### config.mk
export PLATFORM = sky130hd
export DESIGN_NAME = axis_pkt_len_reader
export DESIGN_NICKNAME = d
export VERILOG_FILES = /design/src/rtl/zeus_axis_pkg.sv /design/src/rtl/axis_skid_buffer.sv /design/src/rtl/axis_pkt_len_reader.sv
export SDC_FILE = /design/constraint.sdc
export NUM_CORES = 2
export LEC_CHECK = 0
export CAP_MARGIN = 20
export CELL_PAD_IN_SITES_DETAIL_PLACEMENT = 1
export CELL_PAD_IN_SITES_GLOBAL_PLACEMENT = 1
export CORE_AREA = 8 8 476 478
export CTS_CLUSTER_SIZE = 16
export DETAILED_ROUTE_END_ITERATION = 8
export DIE_AREA = 0 0 484 486
export GPL_TIMING_DRIVEN = 0
export PLACE_DENSITY = 0.56
export SLEW_MARGIN = 5
export SYNTH_ARGS = -nofsm -noshare
export SYNTH_HDL_FRONTEND = slang
export SYNTH_SLANG_ARGS = --single-unit
### constraint.sdc
create_clock -name s_aclk -period 7.55 [get_ports s_aclk]
set_input_delay 0.755 -clock s_aclk [delete_from_list [all_inputs] [get_ports s_aclk]]
set_output_delay 0.755 -clock s_aclk [all_outputs]
set_load 0.02 [all_outputs]
### src/rtl/zeus_axis_pkg.sv
// Shared types and tkeep helpers for the AXI-Stream FIFO read-side blocks.
// Widths are fixed at package maxima; modules zero-extend into them.
package zeus_axis_pkg;

    localparam int KEEP_W_MAX = 256;
    localparam int LEN_W_MAX  = 32;

    typedef struct packed {
        logic [LEN_W_MAX-1:0] bytes;
        logic                 err;
    } len_rec_t;

    function automatic logic [15:0] keep_popcount(input logic [KEEP_W_MAX-1:0] tkeep);
        logic [15:0] n;
        n = '0;
        for (int i = 0; i < KEEP_W_MAX; i++) begin
            n = n + {15'd0, tkeep[i]};
        end
        return n;
    endfunction

    // True only for non-zero, LSB-aligned runs of ones (2**k-1).
    function automatic logic keep_is_contig(input logic [KEEP_W_MAX-1:0] tkeep);
        logic [KEEP_W_MAX-1:0] plus_one;
        plus_one = tkeep + {{(KEEP_W_MAX-1){1'b0}}, 1'b1};
        return (tkeep != '0) && ((tkeep & plus_one) == '0);
    endfunction

endpackage

### src/rtl/axis_skid_buffer.sv
// Two-entry register FIFO with registered ready; a full beat per clock at steady state.
module axis_skid_buffer #(
    parameter int DATA_W = 8
) (
    input  logic              clk,
    input  logic              rst_n,
    input  logic [DATA_W-1:0] s_data,
    input  logic              s_valid,
    output logic              s_ready,
    output logic [DATA_W-1:0] m_data,
    output logic              m_valid,
    input  logic              m_ready
);

    logic [DATA_W-1:0] mem [2];
    logic              wr_ptr;
    logic              rd_ptr;
    logic [1:0]        count;
    logic [1:0]        count_next;
    logic              push;
    logic              pop;

    assign push    = s_valid && s_ready;
    assign pop     = m_valid && m_ready;
    assign m_valid = (count != 2'd0);
    assign m_data  = mem[rd_ptr];

    always_comb begin
        count_next = count + {1'b0, push} - {1'b0, pop};
    end

    // Ready is the registered next-state "not full", so it never depends on m_ready in-cycle.
    always_ff @(posedge clk or negedge rst_n) begin
        if (!rst_n) begin
            mem[0]  <= '0;
            mem[1]  <= '0;
            wr_ptr  <= 1'b0;
            rd_ptr  <= 1'b0;
            count   <= 2'd0;
            s_ready <= 1'b0;
        end else begin
            if (push) begin
                mem[wr_ptr] <= s_data;
                wr_ptr      <= ~wr_ptr;
            end
            if (pop) begin
                rd_ptr <= ~rd_ptr;
            end
            count   <= count_next;
            s_ready <= (count_next != 2'd2);
        end
    end

endmodule

### src/rtl/axis_pkt_len_reader.sv
// Forwards FIFO packets through a skid buffer while measuring byte length and tkeep sanity,
// publishing one {length, error} record per packet plus wrapping packet/error counters.
module axis_pkt_len_reader
    import zeus_axis_pkg::*;
#(
    parameter int TDATA_WIDTH = 512,
    parameter int LEN_WIDTH   = 16,
    parameter int CNT_WIDTH   = 32
) (
    input  logic                     s_aclk,
    input  logic                     s_aresetn,
    input  logic [TDATA_WIDTH-1:0]   s_axis_tdata,
    input  logic [TDATA_WIDTH/8-1:0] s_axis_tkeep,
    input  logic                     s_axis_tlast,
    input  logic                     s_axis_tvalid,
    output logic                     s_axis_tready,
    output logic [TDATA_WIDTH-1:0]   m_axis_tdata,
    output logic [TDATA_WIDTH/8-1:0] m_axis_tkeep,
    output logic                     m_axis_tlast,
    output logic                     m_axis_tvalid,
    input  logic                     m_axis_tready,
    output logic [LEN_WIDTH-1:0]     m_len_bytes,
    output logic                     m_len_err,
    output logic                     m_len_valid,
    input  logic                     m_len_ready,
    output logic [CNT_WIDTH-1:0]     pkt_count,
    output logic [CNT_WIDTH-1:0]     err_count
);

    localparam int KW     = TDATA_WIDTH / 8;
    localparam int SKID_W = TDATA_WIDTH + KW + 1;
    localparam int SUM_W  = LEN_WIDTH + 17;

    localparam logic [0:0] ST_IDLE   = 1'b0;
    localparam logic [0:0] ST_IN_PKT = 1'b1;

    localparam logic [LEN_WIDTH-1:0] LEN_MAX = '1;

    logic                  skid_ready;
    logic                  lq_ready;
    logic                  accept;
    logic [SKID_W-1:0]     skid_out;

    logic [0:0]            state;
    logic [LEN_WIDTH-1:0]  acc;
    logic                  err_acc;

    logic [KEEP_W_MAX-1:0] keep_ext;
    logic [15:0]           beat_bytes;
    logic [LEN_WIDTH-1:0]  acc_base;
    logic                  err_base;
    logic [SUM_W-1:0]      sum;
    logic                  sat_hit;
    logic [LEN_WIDTH-1:0]  len_sat;
    logic                  beat_err;
    logic                  pkt_err;

    len_rec_t              lq_mem [2];
    len_rec_t              new_rec;
    len_rec_t              lq_head;
    logic                  lq_wr;
    logic                  lq_rd;
    logic [1:0]            lq_count;
    logic [1:0]            lq_count_next;
    logic                  lq_push;
    logic                  lq_pop;

    assign s_axis_tready = skid_ready && lq_ready;
    assign accept        = s_axis_tvalid && s_axis_tready;

    axis_skid_buffer #(
        .DATA_W (SKID_W)
    ) u_skid (
        .clk     (s_aclk),
        .rst_n   (s_aresetn),
        .s_data  ({s_axis_tdata, s_axis_tkeep, s_axis_tlast}),
        .s_valid (s_axis_tvalid && lq_ready),
        .s_ready (skid_ready),
        .m_data  (skid_out),
        .m_valid (m_axis_tvalid),
        .m_ready (m_axis_tready)
    );

    assign {m_axis_tdata, m_axis_tkeep, m_axis_tlast} = skid_out;

    always_comb begin
        keep_ext         = '0;
        keep_ext[KW-1:0] = s_axis_tkeep;
    end

    // An exact 2**LEN_WIDTH-1 total is flagged too: it cannot be told apart from a clamped one.
    always_comb begin
        beat_bytes = keep_popcount(keep_ext);
        acc_base   = (state == ST_IN_PKT) ? acc : '0;
        err_base   = (state == ST_IN_PKT) ? err_acc : 1'b0;
        sum        = {{17{1'b0}}, acc_base} + {{(SUM_W-16){1'b0}}, beat_bytes};
        sat_hit    = (sum >= {{17{1'b0}}, LEN_MAX});
        len_sat    = sat_hit ? LEN_MAX : sum[LEN_WIDTH-1:0];
        beat_err   = s_axis_tlast ? !keep_is_contig(keep_ext) : (s_axis_tkeep != '1);
        pkt_err    = err_base || beat_err || sat_hit;
    end

    always_ff @(posedge s_aclk or negedge s_aresetn) begin
        if (!s_aresetn) begin
            state   <= ST_IDLE;
            acc     <= '0;
            err_acc <= 1'b0;
        end else if (accept) begin
            if (s_axis_tlast) begin
                state   <= ST_IDLE;
                acc     <= '0;
                err_acc <= 1'b0;
            end else begin
                state   <= ST_IN_PKT;
                acc     <= len_sat;
                err_acc <= pkt_err;
            end
        end
    end

    assign lq_push     = accept && s_axis_tlast;
    assign lq_pop      = m_len_valid && m_len_ready;
    assign lq_head     = lq_mem[lq_rd];
    assign m_len_valid = (lq_count != 2'd0);
    assign m_len_bytes = lq_head.bytes[LEN_WIDTH-1:0];
    assign m_len_err   = lq_head.err;

    always_comb begin
        new_rec                       = '0;
        new_rec.bytes[LEN_WIDTH-1:0]  = len_sat;
        new_rec.err                   = pkt_err;
        lq_count_next                 = lq_count + {1'b0, lq_push} - {1'b0, lq_pop};
    end

    generate
        if (LEN_WIDTH < LEN_W_MAX) begin : g_head_pad
            logic head_pad_unused;
            assign head_pad_unused = |lq_head.bytes[LEN_W_MAX-1:LEN_WIDTH];
        end
    endgenerate

    // When full and popping, the write slot equals the slot being drained, so overwrite is safe.
    always_ff @(posedge s_aclk or negedge s_aresetn) begin
        if (!s_aresetn) begin
            lq_mem[0] <= '0;
            lq_mem[1] <= '0;
            lq_wr     <= 1'b0;
            lq_rd     <= 1'b0;
            lq_count  <= 2'd0;
            lq_ready  <= 1'b0;
        end else begin
            if (lq_push) begin
                lq_mem[lq_wr] <= new_rec;
                lq_wr         <= ~lq_wr;
            end
            if (lq_pop) begin
                lq_rd <= ~lq_rd;
            end
            lq_count <= lq_count_next;
            lq_ready <= (lq_count_next != 2'd2);
        end
    end

    always_ff @(posedge s_aclk or negedge s_aresetn) begin
        if (!s_aresetn) begin
            pkt_count <= '0;
            err_count <= '0;
        end else if (lq_push) begin
            pkt_count <= pkt_count + CNT_WIDTH'(1);
            if (pkt_err) begin
                err_count <= err_count + CNT_WIDTH'(1);
            end
        end
    end

endmodule

# Word level (Yosys, flattened, before mapping)
# Cells that the tools add are included.
dict set report word_totals {
  ff_bits 1312
  output_inout_bits 661
}
dict set report classes {
  n_eq_ne 3
  n_lt_le_gt_ge 7
  bitwise_logic 9
  add_sub_neg 71
  muxes 19
  reduce_logical 18
}
# operator n
set op_table {}
lappend op_table {{$mux W577} 4}
lappend op_table {{$bwmux W1154} 1}
lappend op_table {{$add A16 B1 Y16} 48}
lappend op_table {{$demux W577 S1} 1}
lappend op_table {{$logic_not A256 Y1} 1}
lappend op_table {{$reduce_bool A256 Y1} 1}
lappend op_table {{$bwmux W66} 1}
lappend op_table {{$add A64 B1 Y65 const B} 1}
lappend op_table {{$and A64 B65 Y65} 1}
lappend op_table {{$add A32 B1 Y32 const B} 2}
lappend op_table {{$ne A64 B64 Y1 const B} 1}
lappend op_table {{$mux W17} 3}
lappend op_table {{$mux W16} 3}
lappend op_table {{$demux W33 S1} 1}
lappend op_table {{$mux W33} 1}
lappend op_table {{$add A16 B16 Y17} 1}
lappend op_table {{$ge A17 B16 Y1 const B} 1}
lappend op_table {{$add A15 B1 Y16} 1}
lappend op_table {{$add A14 B1 Y15} 1}
lappend op_table {{$add A13 B1 Y14} 1}
lappend op_table {{$add A12 B1 Y13} 1}
lappend op_table {{$add A11 B1 Y12} 1}
lappend op_table {{$add A10 B1 Y11} 1}
lappend op_table {{$add A9 B1 Y10} 1}
lappend op_table {{other kinds (21)} 48}

# Logic depth before layout (Yosys ltp)
dict set report depth {
  ltp_word 67
  ltp_mapped 26
  depth_no_buf 25
}

# Modules after synthesis
# A second synthesis with hierarchy kept.
dict set report hier_totals {
  hier_cells 4043
  area_unflattened_um2 58803.9
}
# module instances cells_each area_each_um2
set by_module_without_submodules {}
lappend by_module_without_submodules {axis_skid_buffer 1 3097 49985.4}
lappend by_module_without_submodules {axis_pkt_len_reader 1 946 8818.5}

# Worst setup path before layout
# Ideal clock, no wire load.
dict set report synth_timing {
  path_kind {input to register}
  from {input port s_axis_tkeep[35]}
  to {register err_count[22]}
  t_required_ns 7.470
  setup_slack_ns -0.283
  path_buffers 1
  cell_stages 26
  arrival_time_ns 7.753
  path_cell_list {inv_1 fa_1 inv_1 fa_1 fa_1 inv_1 fa_1 inv_1 fa_1 fa_1 fa_1 inv_1 fa_1 inv_1 fa_1 a21o_1 a221oi_2 o21ai_1 a21o_1 o32ai_2 nand3b_1 o21ai_2 a211oi_4 buf_6 nor4b_2 xor2_1}
}
dict set report synth_between {
  elab_chain_cells 33
  elab_cells_between_ends 42
}
# item line
set synth_rtl {}
lappend synth_rtl {{from (decl)} axis_pkt_len_reader.sv:13} ;# input logic [TDATA_WIDTH/8-1:0] s_axis_tkeep,
lappend synth_rtl {{$add A16 B1 Y16 (29 in a row)} zeus_axis_pkg.sv:17} ;# n = n + {15'd0, tkeep[i]};
lappend synth_rtl {{$add A16 B16 Y17} axis_pkt_len_reader.sv:96} ;# sum = {{17{1'b0}}, acc_base} + {{(SUM_W-16){1'b0}}, beat_bytes};
lappend synth_rtl {{$ge A17 B16 Y1} axis_pkt_len_reader.sv:97} ;# sat_hit = (sum >= {{17{1'b0}}, LEN_MAX});
lappend synth_rtl {{$logic_or A1 B1 Y1 (*)} axis_pkt_len_reader.sv:100} ;# pkt_err = err_base || beat_err || sat_hit;
lappend synth_rtl {{$reduce_and A2 Y1 (no line) (*)} --}
lappend synth_rtl {{to (signal assigned)} axis_pkt_len_reader.sv:171} ;# err_count <= err_count + CNT_WIDTH'(1);
lappend synth_rtl {{to (decl)} axis_pkt_len_reader.sv:27} ;# output logic [CNT_WIDTH-1:0] err_count
# Mark *: on every way between the ends. The rest lies on a longest branch, timed or not.
# A chain may end at the register's enable or synchronous reset.

# Worst setup path in the final report
dict set report layout_timing {
  from {input port s_axis_tkeep[60]}
  to {register err_count[24]}
}
dict set report layout_between {
  elab_chain_cells 9
  elab_cells_between_ends 17
}
# item line
set layout_rtl {}
lappend layout_rtl {{parallel branches: the longest is 7 deep, another holds $add A16 B16 Y17} --}
lappend layout_rtl {{$logic_or A1 B1 Y1 (*)} axis_pkt_len_reader.sv:100}
lappend layout_rtl {{$reduce_and A2 Y1 (no line) (*)} --}
# Mark *: on every way between the ends.

==> key figures <==
Finish
  • Fill cells: 23.0k
  • Final Non-Filler Cells: 8,609
  • Layout cells sized above 1: 36.6%
  • Storage element area: 0.0320 mm^2
  • Multi-input logic area: 0.0250 mm^2
  • Post-synthesis to final-layout area growth: 38.3%
  • Layout Nets: 6,253

Die
  • I/O pin total: 1,243
  • Die outline width: 484 um
  • Cell row count: 172
  • Die Y: 486 um
  • Initial Utilization: 26.6%
  • Core area: 0.219 mm^2
  • Die area: 0.235 mm^2

Critical path
  • Crit path buf inv count: 5
  • CP peak stage delay: 0.74 ns
  • Cell family with most CP delay: adder cells
  • Cell mode on critical path: fa_1
  • Worst path cell trace: clkdlybuf4s50_1, fa_1, inv_1, fa_1, fa_1, fa_2, fa_1, fa_1, fa_1, fa_2, inv_2, fa_2, a21o_1, a221oi_4, o21ai_2, a21o_1, o32ai_2, nand3b_1, o21ai_4, a211oi_4, buf_12, buf_16, nor4_4, xor2_1
  • Worst r2r src: state
  • Worst setup EP type: flip-flop
  • Worst Setup Path Type: in -> reg
  • Crit Path Max Fanout: 8
  • Worst Path Required: 8.27 ns
  • CP startpoint: s_axis_tkeep[60]
  • CP Launch Type: primary input
  • CP Data Arrival Time: 8.17 ns
  • CP max stage cell: clkdlybuf4s50_1

STA
  • Least-Margin Pin Slew: 1.05 ns
  • Headroom to the max-slew limit: 30.1%
  • Worst setup margin: 0.0969 ns
  • Fin Clk Skew: 0.0443 ns
  • Slew Limit Fails: 0
  • FMAX: 134 MHz
  • Min Tclk post-route: 7.45 ns
  • Fin. Hold Viols: 0
  • Final period util: 98.7%
  • Final setup violation count: 0

Clock network
  • TritonCTS clock tree: yes
  • CTS clock-pin slew for the worst setup and hold paths: 0.06 ns
  • Clock buffer depth: 3
  • Root buf cell: clkbuf_16
  • CTS sink count: 1,280
  • CTS H-tree lvls: 4
  • Worst skew pair latency: 0.82 ns
  • Total CTS buffers: 158

Routing
  • Initial drt markers: 1,842
  • Initial DRT Pass Iterations: 8
  • Top Layer Used: met5
  • DRT antenna net count: 0
  • Vias per cell: 4.70
  • Detailed Route WL: 249,000 um
  • Wire per inst: 29.0 um
  • Met2 WL: 121,000 um
  • M1 WL: 99,200 um
  • Via count: 40.4k
  • WL met3: 21,300 um
  • DRC viols: 0

Yosys
  • Synth Flop Type: dfrtp_1
  • Post-synth EDFFs: 0
  • Top cell type's share of synthesized area: 55.2%
  • Ys Warns: 0
  • Commonest cells in the synthesized netlist: 1,659 x mux2_2, 1,280 x dfrtp_1, 207 x clkbuf_1
  • Count leader, synth: mux2_2
  • Yosys reg bits: 1,280
  • Cell area after synthesis: 0.0581 mm^2
  • Post-synthesis sequential area ratio: 55.2%
  • Cell count after synthesis: 4,135
  • Synth top area cells: dfrtp_1 55%, mux2_2 32%, fa_1 1.9%, clkbuf_1 1.3%, nand2_1 1.2%
  • Synth unique cells: 70
  • Ys async rst share: 100%
  • Area leader, netlist: dfrtp_1
  • Average size of a mapped cell: 14.0 um^2
  • Net Count, Synth: 4,809

Worst hold path
  • Worst Hold Launch: s_axis_tkeep[37]
  • Worst hold path type: in -> reg

Placement
  • Hpwl dp: 197,000 um
  • Global placer's final weighted congestion: 0.881
  • Total placed cells including tap cells: 8,272
  • I/O Buffers: 1,241
  • Place WS: -1.77 ns

GRT
  • Total grt overflow: 0
  • Vias in the first global route: 44.9k
  • Global-route wire length before repair: 354,000 um
  • Initial antenna violation count: 120
  • Total track usage: 20.7%
  • Largest net degree at the start of global routing: 168

Flow run
  • Max-cap violations: 0

Power and ir drop
  • Pwr dens: 560 mW/mm^2
  • Leak: 33.4 nW
  • Max VDD drop: 1230 uV

Outcome
  • Outcome: finished clean
[metrics by stage]
step | hold WS [ns] | power, mW | setup TNS, ns | cell area [um^2] | util, %
3_3_place_gp | 0.456 | 37.1 | - | 74200 | 33.9
3_5_place_dp | 0.462 | 37.2 | -114.87 | 74700 | 34.2
4_1_cts | 0.208 | 45.4 | 0 | 80000 | 36.6
5_1_grt | 0.213 | 47.7 | -0.291 | 80200 | 36.7
6_report | 0.266 | 45.0 | 0 | 80300 | 36.7
2_1_floorplan | 0.441 | 25.8 | -0.910 | 58200 | -
[final timing paths]
check / end / slack (ns) / depth (start not counted)
setup / recovery: err_count[24] / 0.1 / 24
hold / removal: u_skid.mem[38] / 0.27 / 3
setup reg to reg: err_count[24] / 0.25 / 24
hold reg to reg: err_count[31] / 0.47 / 1
max in group asynchronous: u_skid.mem[991] / 4.35 / 5
min in group asynchronous: err_count[16] / 0.50 / 2
[state kept, by name (all words and copies together) (netlist names), 2 cells and up]
| name | count |
|---|---|
| u_skid.mem | 1154 |
| pkt_count | 32 |
| lq_count | 2 |
| u_skid.count | 2 |
| err_count | 32 |
| lq_mem | 34 |
| acc | 16 |
[placed cells by master, fill, tap and decap left out, types with 16 or more instances in the layout]
cell type / netlist / routed
inv_2: 1 / 23
dfrtp_1: 1280 / 1279
nand3_1: 43 / 43
nor2_1: 69 / 66
clkbuf_1: 207 / 228
clkbuf_2: 0 / 21
clkbuf_16: 0 / 162
nor3_1: 23 / 19
o31ai_1: 19 / 18
a21oi_1: 49 / 49
diode_2: 0 / 45
xnor2_1: 34 / 33
clkdlybuf4s50_1: 0 / 1202
o21ai_0: 113 / 113
xor2_1: 47 / 46
ha_1: 36 / 35
mux2_2: 1659 / 1659
fa_1: 56 / 47
buf_1: 16 / 16
nand2_1: 180 / 179
buf_4: 0 / 16
nand4_1: 31 / 31
clkbuf_8: 0 / 42
inv_1: 104 / 78
[cells by family after synthesis]
logic type	share of synthesized area (%)
xor+xnor	1.22
compound gates	2.33
simple gates	4.17
fa+ha+maj	2.71
mux	32.2
flops	55.2
buf+inv	2.21
[metal layers]
metal | track usage, % | up-vias
met5 | 0 | -
met1 | 24.7 | 21057
met4 | 5.91 | 76
met3 | 7.72 | 390
met2 | 35.0 | 1279
li1 | - | 17618
[worst min-delay path: cells and delay by family]
family | cells | cell delay (ns)
buf+inv | 2 | 0.18
compound gates | 1 | 0.08
[area by class of cell]
| cell class | count | share of cell area, % |
|---|---|---|
| inverter | 106 | 0.511 |
| clock buffer | 240 | 5.94 |
| clock inverter | 34 | 0.503 |
| buffer | 226 | 1.14 |
| sequential | 1280 | 39.9 |
| multi-input combinational | 2521 | 31.2 |
| tap | 2871 | 4.47 |
| timing repair buffer | 1286 | 16.2 |
| antenna | 45 | 0.140 |
[power breakdown]
part / switching [mW] / internal (mW) / leakage [nW] / total [mW]
Clock: 3.12 / 4.45 / 2.52 / 7.57
Combinational: 13.8 / 11.9 / 15.5 / 25.7
Sequential: 1.54 / 10.2 / 15.3 / 11.8
[what timing repair did]
action                                 4_1_cts  5_1_grt
setup endpoints to repair                   71       70
resized for setup                          145       84
pin swaps                                   18       30
gates cloned                                 1        0
hold buffers                                 1        0
buffers inserted                            10        6
endpoints found under the hold margin      104        0
Note: power is estimated with default switching activity, not from simulation.
